<file path="src/rtl/risc_defs.sv">
// Shared opcode and phase encodings for the 8-bit RISC core.
// Used by both the ALU and the instruction sequencer.
package risc_defs;

  localparam int OPCODE_W = 3;
  localparam int PHASE_W  = 3;

  localparam logic [OPCODE_W-1:0] HLT = 3'b000;
  localparam logic [OPCODE_W-1:0] SKZ = 3'b001;
  localparam logic [OPCODE_W-1:0] ADD = 3'b010;
  localparam logic [OPCODE_W-1:0] AND = 3'b011;
  localparam logic [OPCODE_W-1:0] XOR = 3'b100;
  localparam logic [OPCODE_W-1:0] LDA = 3'b101;
  localparam logic [OPCODE_W-1:0] STO = 3'b110;
  localparam logic [OPCODE_W-1:0] JMP = 3'b111;

  localparam logic [PHASE_W-1:0] INST_ADDR  = 3'd0;
  localparam logic [PHASE_W-1:0] INST_FETCH = 3'd1;
  localparam logic [PHASE_W-1:0] INST_LOAD  = 3'd2;
  localparam logic [PHASE_W-1:0] IDLE       = 3'd3;
  localparam logic [PHASE_W-1:0] OP_ADDR    = 3'd4;
  localparam logic [PHASE_W-1:0] OP_FETCH   = 3'd5;
  localparam logic [PHASE_W-1:0] ALU_OP     = 3'd6;
  localparam logic [PHASE_W-1:0] STORE      = 3'd7;

  function automatic logic is_alu_op(
    input logic [OPCODE_W-1:0] op
  );
    return (op == ADD) || (op == AND) ||
           (op == XOR) || (op == LDA);
  endfunction

endpackage

</file>
<file path="src/rtl/risc_controller.sv">
// Eight-phase instruction sequencer: phase counter plus
// combinational control-strobe decode of phase/opcode/a_is_zero.
module risc_controller
  import risc_defs::*;
(
  input  logic                clk,
  input  logic                rst,
  input  logic [OPCODE_W-1:0] opcode,
  input  logic                a_is_zero,
  output logic                sel,
  output logic                rd,
  output logic                ld_ir,
  output logic                inc_pc,
  output logic                ld_pc,
  output logic                halt,
  output logic                data_e,
  output logic                ld_ac,
  output logic                wr,
  output logic [PHASE_W-1:0]  phase
);

  logic frozen;
  logic alu_op;

  assign frozen = (phase == OP_ADDR) && (opcode == HLT);
  assign alu_op = is_alu_op(opcode);

  always_ff @(posedge clk) begin
    if (rst)
      phase <= INST_ADDR;
    else if (!frozen)
      phase <= phase + 3'd1;
  end

  always_comb begin
    sel    = 1'b0;
    rd     = 1'b0;
    ld_ir  = 1'b0;
    inc_pc = 1'b0;
    ld_pc  = 1'b0;
    halt   = 1'b0;
    data_e = 1'b0;
    ld_ac  = 1'b0;
    wr     = 1'b0;
    unique case (phase)
      INST_ADDR: begin
        sel = 1'b1;
      end
      INST_FETCH: begin
        sel = 1'b1;
        rd  = 1'b1;
      end
      INST_LOAD, IDLE: begin
        sel   = 1'b1;
        rd    = 1'b1;
        ld_ir = 1'b1;
      end
      OP_ADDR: begin
        halt   = (opcode == HLT);
        inc_pc = (opcode != HLT);
      end
      OP_FETCH: begin
        rd = alu_op;
      end
      ALU_OP: begin
        rd     = alu_op;
        inc_pc = (opcode == SKZ) && a_is_zero;
        ld_pc  = (opcode == JMP);
        data_e = (opcode == STO);
      end
      STORE: begin
        rd     = alu_op;
        inc_pc = (opcode == JMP);
        ld_pc  = (opcode == JMP);
        ld_ac  = alu_op;
        data_e = (opcode == STO);
        wr     = (opcode == STO);
      end
      default: ;
    endcase
  end

endmodule

</file>
<file path="config.mk">
export PLATFORM = sky130hd
export DESIGN_NAME = risc_controller
export DESIGN_NICKNAME = d
export VERILOG_FILES = /design/src/rtl/risc_defs.sv /design/src/rtl/risc_controller.sv
export SDC_FILE = /design/constraint.sdc
export NUM_CORES = 1
export LEC_CHECK = 0
export CAP_MARGIN = 25
export CELL_PAD_IN_SITES_DETAIL_PLACEMENT = 0
export CELL_PAD_IN_SITES_GLOBAL_PLACEMENT = 2
export CORE_MARGIN = 5
export CORE_UTILIZATION = 20
export CTS_CLUSTER_SIZE = 40
export DETAILED_ROUTE_END_ITERATION = 8
export PLACE_DENSITY = 0.85
export SYNTH_ARGS = -nofsm -noshare
export SYNTH_HDL_FRONTEND = slang
export SYNTH_SLANG_ARGS = --single-unit
</file>
<file path="constraint.sdc">
create_clock -name clk -period 2.56 [get_ports clk]
set_input_delay 0.512 -clock clk [delete_from_list [all_inputs] [get_ports clk]]
set_output_delay 0.512 -clock clk [all_outputs]
set_load 0.02 [all_outputs]
</file>
==> results of run 1 <==
## worst min path at each step
| stage | depth (start not counted) | to | from |
|---|---|---|---|
| floorplan | 1 | phase[2]$_SDFFE_PP0N_ | rst |
| global placement | 2 | phase[1]$_SDFFE_PP0N_ | phase[1]$_SDFFE_PP0N_ |
| detailed placement | 2 | phase[1]$_SDFFE_PP0N_ | phase[1]$_SDFFE_PP0N_ |
| CTS | 2 | phase[1]$_SDFFE_PP0N_ | phase[1]$_SDFFE_PP0N_ |
| global route | 2 | phase[1]$_SDFFE_PP0N_ | phase[1]$_SDFFE_PP0N_ |
| finish | 2 | phase[1]$_SDFFE_PP0N_ | phase[1]$_SDFFE_PP0N_ |
## kinds of logic (layout without fill, tap and decap cells)
logic type	Yosys count	after routing	synth area share (%)
flops	3	3	17.8
compound gates	7	7	15.6
buf+inv	4	30	4.83
mux	2	2	7.43
simple gates	18	18	29.4
xor+xnor	1	1	2.60
fa+ha+maj	6	6	22.3
## synthesized netlist by cell type (2+ instances only)
master / instances
a21oi_1: 2
dfxtp_1: 3
ha_1: 6
inv_1: 3
nand2_1: 2
nand2b_1: 2
nor2_1: 5
nor3_1: 2
nor3b_1: 2
## stage by stage
stage | std cells | utilization (%)
after floorplan | 41 | -
after global placement | 79 | 36.2
after detailed placement | 79 | 36.2
after CTS | 83 | 37.5
after global routing | 83 | 37.8
final | 83 | 37.8
## power breakdown
group	leakage, nW	internal [mW]	switching, mW	total [mW]
clock	0.0150	0.0584	0.0246	0.0831
combinational	0.273	0.0497	0.0462	0.0959
sequential	0.0248	0.0514	0.00650	0.0579
## cell type report
type,instances,area (µm²),share of cell area (%)
tap,16,20.0,3.40
sequential,3,60.1,10.2
inverter,4,16.3,2.76
multi-input combinational,34,260,44.2
timing repair buffer,22,206,35.0
clock buffer,4,26.3,4.46
## layer usage
metal  global-route usage, %  vias up  wire [µm]
met3                    2.62        0         51
met2                    9.01       10        373
li1                        -      197          -
met1                    7.87      151        397
met5                       0        -          0
met4                    4.04        0          0
## worst min-delay path: stages, from the launching register on
cell	delay [ps]
dfxtp_1	340
nand2b_1	80
mux2i_1	60
## repair_timing
action                     CTS  global route
gates resized for setup      5             2
setup endpoints to repair    5             2
hold endpoints to repair     0             0
==> impl_metrics.py, run 1 <==
metrics = {
    "outcome": {
        "outcome": "complete, no violations",
    },
    "setup_path": {
        "cp.required_ps": 2050,
        "cp_max_fo": 6,
        "cpPeakStageDelay_ps": 570,
        "worstPathCellList": "clkdlybuf4s50_1 -> or4_4 -> clkinv_2 -> dlygate4sd2_1",
        "cp.arrival_ps": 1980,
        "worstSetupEndpoint": "halt",
        "crit_buf_inv": 3,
        "critPathSlowestCell": "or4_4",
        "cp.depth": 4,
        "startpoint_type": "input port",
        "r2r_setup_slack_ps": 840,
        "critPathLaunch": "opcode[1]",
        "critPathKind": "in2out",
        "end_kind": "output pin",
        "crit_family": "buffers and inverters",
        "r2r_end": "phase[0]$_SDFFE_PP0N_",
        "rr_worst_depth": 7,
        "worstReg2RegStart": "phase[0]$_SDFFE_PP0N_",
    },
    "floorplanning": {
        "core_area_um2": 1560,
        "die_w_um": 51.0,
        "num_rows": 14,
        "die_area_um2": 2600,
        "die_y_um": 51.0,
        "ios": 18,
        "start_util_pct": 21.6,
    },
    "finish": {
        "final_cell_area_um2": 589,
        "largest_reg_flops": 3,
        "final.fill_count": 167,
        "final_common_cell": "clkdlybuf4s50_1",
        "layout-drive-gt1-share_pct": 17.9,
        "final_cell_mix": "clkdlybuf4s50_1 (10), ha_1 (6), nor2_1 (5), dlygate4sd2_1 (5), buf_4 (5)",
        "reg_top3": "phase: 3 flops",
        "fin_nets": 80,
        "areaGrowthSynthToFinish_pct": 75.1,
        "diodes": 0,
        "regMostFlops": "phase",
    },
    "clock_tree": {
        "clkSinkCount": 3,
        "clk_latency_ps": 230,
        "tritoncts": "yes",
        "postCtsHoldBufs": 0,
        "clk_pin_slew_ps": 40,
        "htree_levels": 1,
        "clock_path_buffers": 2,
        "cts_buffers": 3,
        "post-cts-setup-buffer-count": 0,
        "root_buffer": "clkbuf_4",
    },
    "placed_design": {
        "dpl_worst_slack_ps": -194,
        "io_buffers": 17,
        "gp_congestion": 0.640,
        "place_hpwl_um": 676,
        "placed_area_um2": 564,
    },
    "global_routing": {
        "grt_pass1_vias": 301,
        "antenna_found_initial": 0,
        "gr-total-overflow": 0,
        "grt_max_degree": 8,
        "grt_usage_pct": 6.35,
        "grt_pass1_wl_um": 1260,
    },
    "route": {
        "drt_first_pass_iters": 2,
        "ant_nets": 0,
        "vias": 358,
        "drc": 0,
        "wl_um": 822,
        "vias_per_cell": 4.31,
        "wl_per_cell_um": 9.90,
        "drtIter0Drc": 3,
    },
    "power": {
        "power_density_nw_per_um2": 402,
        "peakVddDrop_mv": 0.254,
        "leakagePower_nw": 0.313,
        "power.total_uw": 237,
    },
    "timing": {
        "hold_slack_ps": 535,
        "setup_tns_ps": 0,
        "fmax_mhz": 402,
        "skew_ps": 5.70,
        "finalCriticalPeriod_ps": 2490,
        "finalSetupViolations": 0,
        "worst_slew_pin_slew_ps": 250,
        "finalMaxSlewViolations": 0,
        "rsz0062_at_grt": "false",
        "hold_violations": 0,
        "period_share_pct": 97.3,
        "slew-limit-headroom_pct": 83.3,
        "fin_ws_ps": 70.2,
    },
    "run": {
        "max_cap_violations": 0,
    },
    "yosys": {
        "yosys_warnings": 0,
        "synthArstFlopShare_pct": 0,
        "synth_area_leaders": "ha_1 (22%), dfxtp_1 (18%), nor2_1 (5.6%)",
        "yosysTopAreaCell": "ha_1",
        "synth_ff_type": "dfxtp_1",
        "synth_seq_cells": 3,
        "ys_seq_area_share_pct": 17.8,
        "synth.distinct_cells": 23,
        "synth_top_cell_area_share_pct": 22.3,
        "synthCells": 41,
        "netlist_area_um2": 337,
        "synth-edff-count": 0,
        "syn_nets": 53,
        "syn_avg_cell_area_um2": 8.21,
    },
    "hold_path": {
        "hold_class": "reg2reg",
    },
}
Power figures use the tool's default switching activity.
==> inputs of run 2 (changes only) <==
--- a/config.mk
+++ b/config.mk
@@ -8,7 +8,7 @@
 export CAP_MARGIN = 25
 export CELL_PAD_IN_SITES_DETAIL_PLACEMENT = 0
 export CELL_PAD_IN_SITES_GLOBAL_PLACEMENT = 2
-export CORE_MARGIN = 5
+export CORE_MARGIN = 4
 export CORE_UTILIZATION = 20
 export CTS_CLUSTER_SIZE = 40
 export DETAILED_ROUTE_END_ITERATION = 8
==> run 2 against run 1 <==
Against the previous run: die area fell by 7.7%; final cell count rose by 1.2%; sequential share of layout area rose by 0.19 points.
==> impl_metrics.py, run 2 (synthesized netlist as in run 1, its figures left out) <==
metrics = {
    "setup_path": {
        "startpoint_type": "input port",
        "critPathSlowestCell": "or4_4",
        "cpPeakStageDelay_ps": 580,
        "crit_family": "buffers and inverters",
        "cp.arrival_ps": 1960,
        "cp.required_ps": 2050,
        "cp_max_fo": 5,
        "end_kind": "output pin",
        "critPathKind": "in2out",
        "worstPathCellList": "clkdlybuf4s50_1 -> or4_4 -> clkinv_2 -> dlygate4sd2_1",
        "crit_buf_inv": 3,
    },
    "route": {
        "drc": 0,
        "vias": 379,
        "drt_first_pass_iters": 2,
        "wl_per_cell_um": 10.8,
        "vias_per_cell": 4.51,
        "ant_nets": 0,
        "drtIter0Drc": 5,
        "wl_um": 906,
    },
    "power": {
        "power.internal_uw": 161,
        "p_seq_share_pct": 24.5,
        "power.total_uw": 240,
        "p_sw_uw": 78.7,
        "combPwrFrac_pct": 41.0,
        "switching_share_pct": 32.8,
        "clkPwrFrac_pct": 34.5,
        "leakagePower_nw": 0.290,
        "power_density_nw_per_um2": 406,
        "peakVddDrop_mv": 0.253,
    },
    "clock_tree": {
        "post-cts-setup-buffer-count": 0,
        "clock_path_buffers": 2,
        "root_buffer": "clkbuf_4",
        "htree_levels": 1,
        "clk_latency_ps": 230,
        "cts_buffers": 3,
        "clk_pin_slew_ps": 40,
        "tritoncts": "yes",
        "clkSinkCount": 3,
    },
    "run": {
        "max_cap_violations": 0,
    },
    "timing": {
        "finalSetupViolations": 0,
        "skew_ps": 1.60,
        "finalMaxSlewViolations": 0,
        "rsz0062_at_grt": "false",
        "period_share_pct": 96.6,
        "fin_ws_ps": 86.5,
        "hold_violations": 0,
        "fmax_mhz": 404,
        "hold_slack_ps": 545,
        "finalCriticalPeriod_ps": 2470,
        "worst_slew_pin_slew_ps": 216,
        "setup_tns_ps": 0,
        "slew-limit-headroom_pct": 85.5,
    },
    "placed_design": {
        "placed_area_um2": 572,
        "place_hpwl_um": 723,
        "dpl_worst_slack_ps": -176,
        "dpl.cell_count": 80,
        "gp_congestion": 0.619,
        "io_buffers": 17,
    },
    "global_routing": {
        "antenna_found_initial": 0,
        "grt_pass1_vias": 411,
        "grt_usage_pct": 8.43,
        "grt_pass1_wl_um": 1660,
        "grt_max_degree": 8,
        "gr-total-overflow": 0,
    },
    "floorplanning": {
        "die_area_um2": 2400,
        "core_area_um2": 1540,
        "die_w_um": 49.0,
        "start_util_pct": 21.8,
        "die_y_um": 49.0,
        "ios": 18,
        "num_rows": 14,
    },
    "finish": {
        "fin_nets": 81,
        "areaGrowthSynthToFinish_pct": 75.5,
        "instances_no_fill": 84,
        "largest_reg_flops": 3,
        "final_common_cell": "clkdlybuf4s50_1",
        "final_cell_mix": "clkdlybuf4s50_1 (10), dlygate4sd2_1 (7), ha_1 (6), buf_4 (6), nor2_1 (5)",
        "reg_top3": "phase: 3 flops",
        "fin_util_pct": 38.3,
        "regMostFlops": "phase",
        "layout-drive-gt1-share_pct": 20.6,
        "final_cell_area_um2": 591,
        "diodes": 0,
    },
    "hold_path": {
        "hold_class": "reg2reg",
    },
    "outcome": {
        "outcome": "complete, no violations",
    },
}
## run 2: cell types whose count changed in the layout (fill, tap and decap cells not counted)
| cell | previous run | this run |
|---|---|---|
| dfxtp_2 | 0 | 1 |
| dlygate4sd2_1 | 5 | 7 |
| dlymetal6s2s_1 | 2 | 0 |
| buf_4 | 5 | 6 |
| dfxtp_1 | 3 | 2 |
## run 2: per-layer routing
layer / global-route usage, % / vias up / part of all wire, %
li1: - / 198 / -
met1: 9.84 / 174 / 46
met2: 14.1 / 7 / 51
met3: 1.22 / 0 / 3.1
met4: 5.38 / 0 / 0
met5: 0 / - / 0
## run 2: path summary, 6_finish.rpt
kind	depth (start not counted)	slack (ps)	endpoint	from
max	4	90	halt	opcode[2]
min	2	550	phase[1]$_SDFFE_PP0N_	phase[1]$_SDFFE_PP0N_
max reg2reg	7	820	phase[0]$_SDFFE_PP0N_	phase[0]$_SDFFE_PP0N_
min reg2reg	2	550	phase[1]$_SDFFE_PP0N_	phase[1]$_SDFFE_PP0N_
## run 2: what timing repair did
action,in CTS,in global routing
endpoints found under the setup margin,7,1
hold endpoints to repair,0,0
hold buffers,0,0
resized for setup,7,1
## run 2: area by class of cell
type,instances,area (µm²)
inverters,4,16.3
clock buffers,4,26.3
multi-input cells,34,260
well taps,16,20.0
repair buffers,23,206
flip-flops and latches,3,61.3
fillers,174,951
## run 2: tightest hold or removal path, stage by stage (launching register included)
cell,delay [ps]
dfxtp_1,340
nand2b_1,90
mux2i_1,60
## run 2: power by group through the flow
stage | Clock [mW] | Combinational (mW) | Sequential [mW]
after floorplan | 0 | 0.0462 | 0.0628
after global placement | 0 | 0.102 | 0.0591
after detailed placement | 0 | 0.102 | 0.0591
after CTS | 0.0854 | 0.0997 | 0.0587
after global routing | 0.0879 | 0.109 | 0.0604
final | 0.0827 | 0.0983 | 0.0586
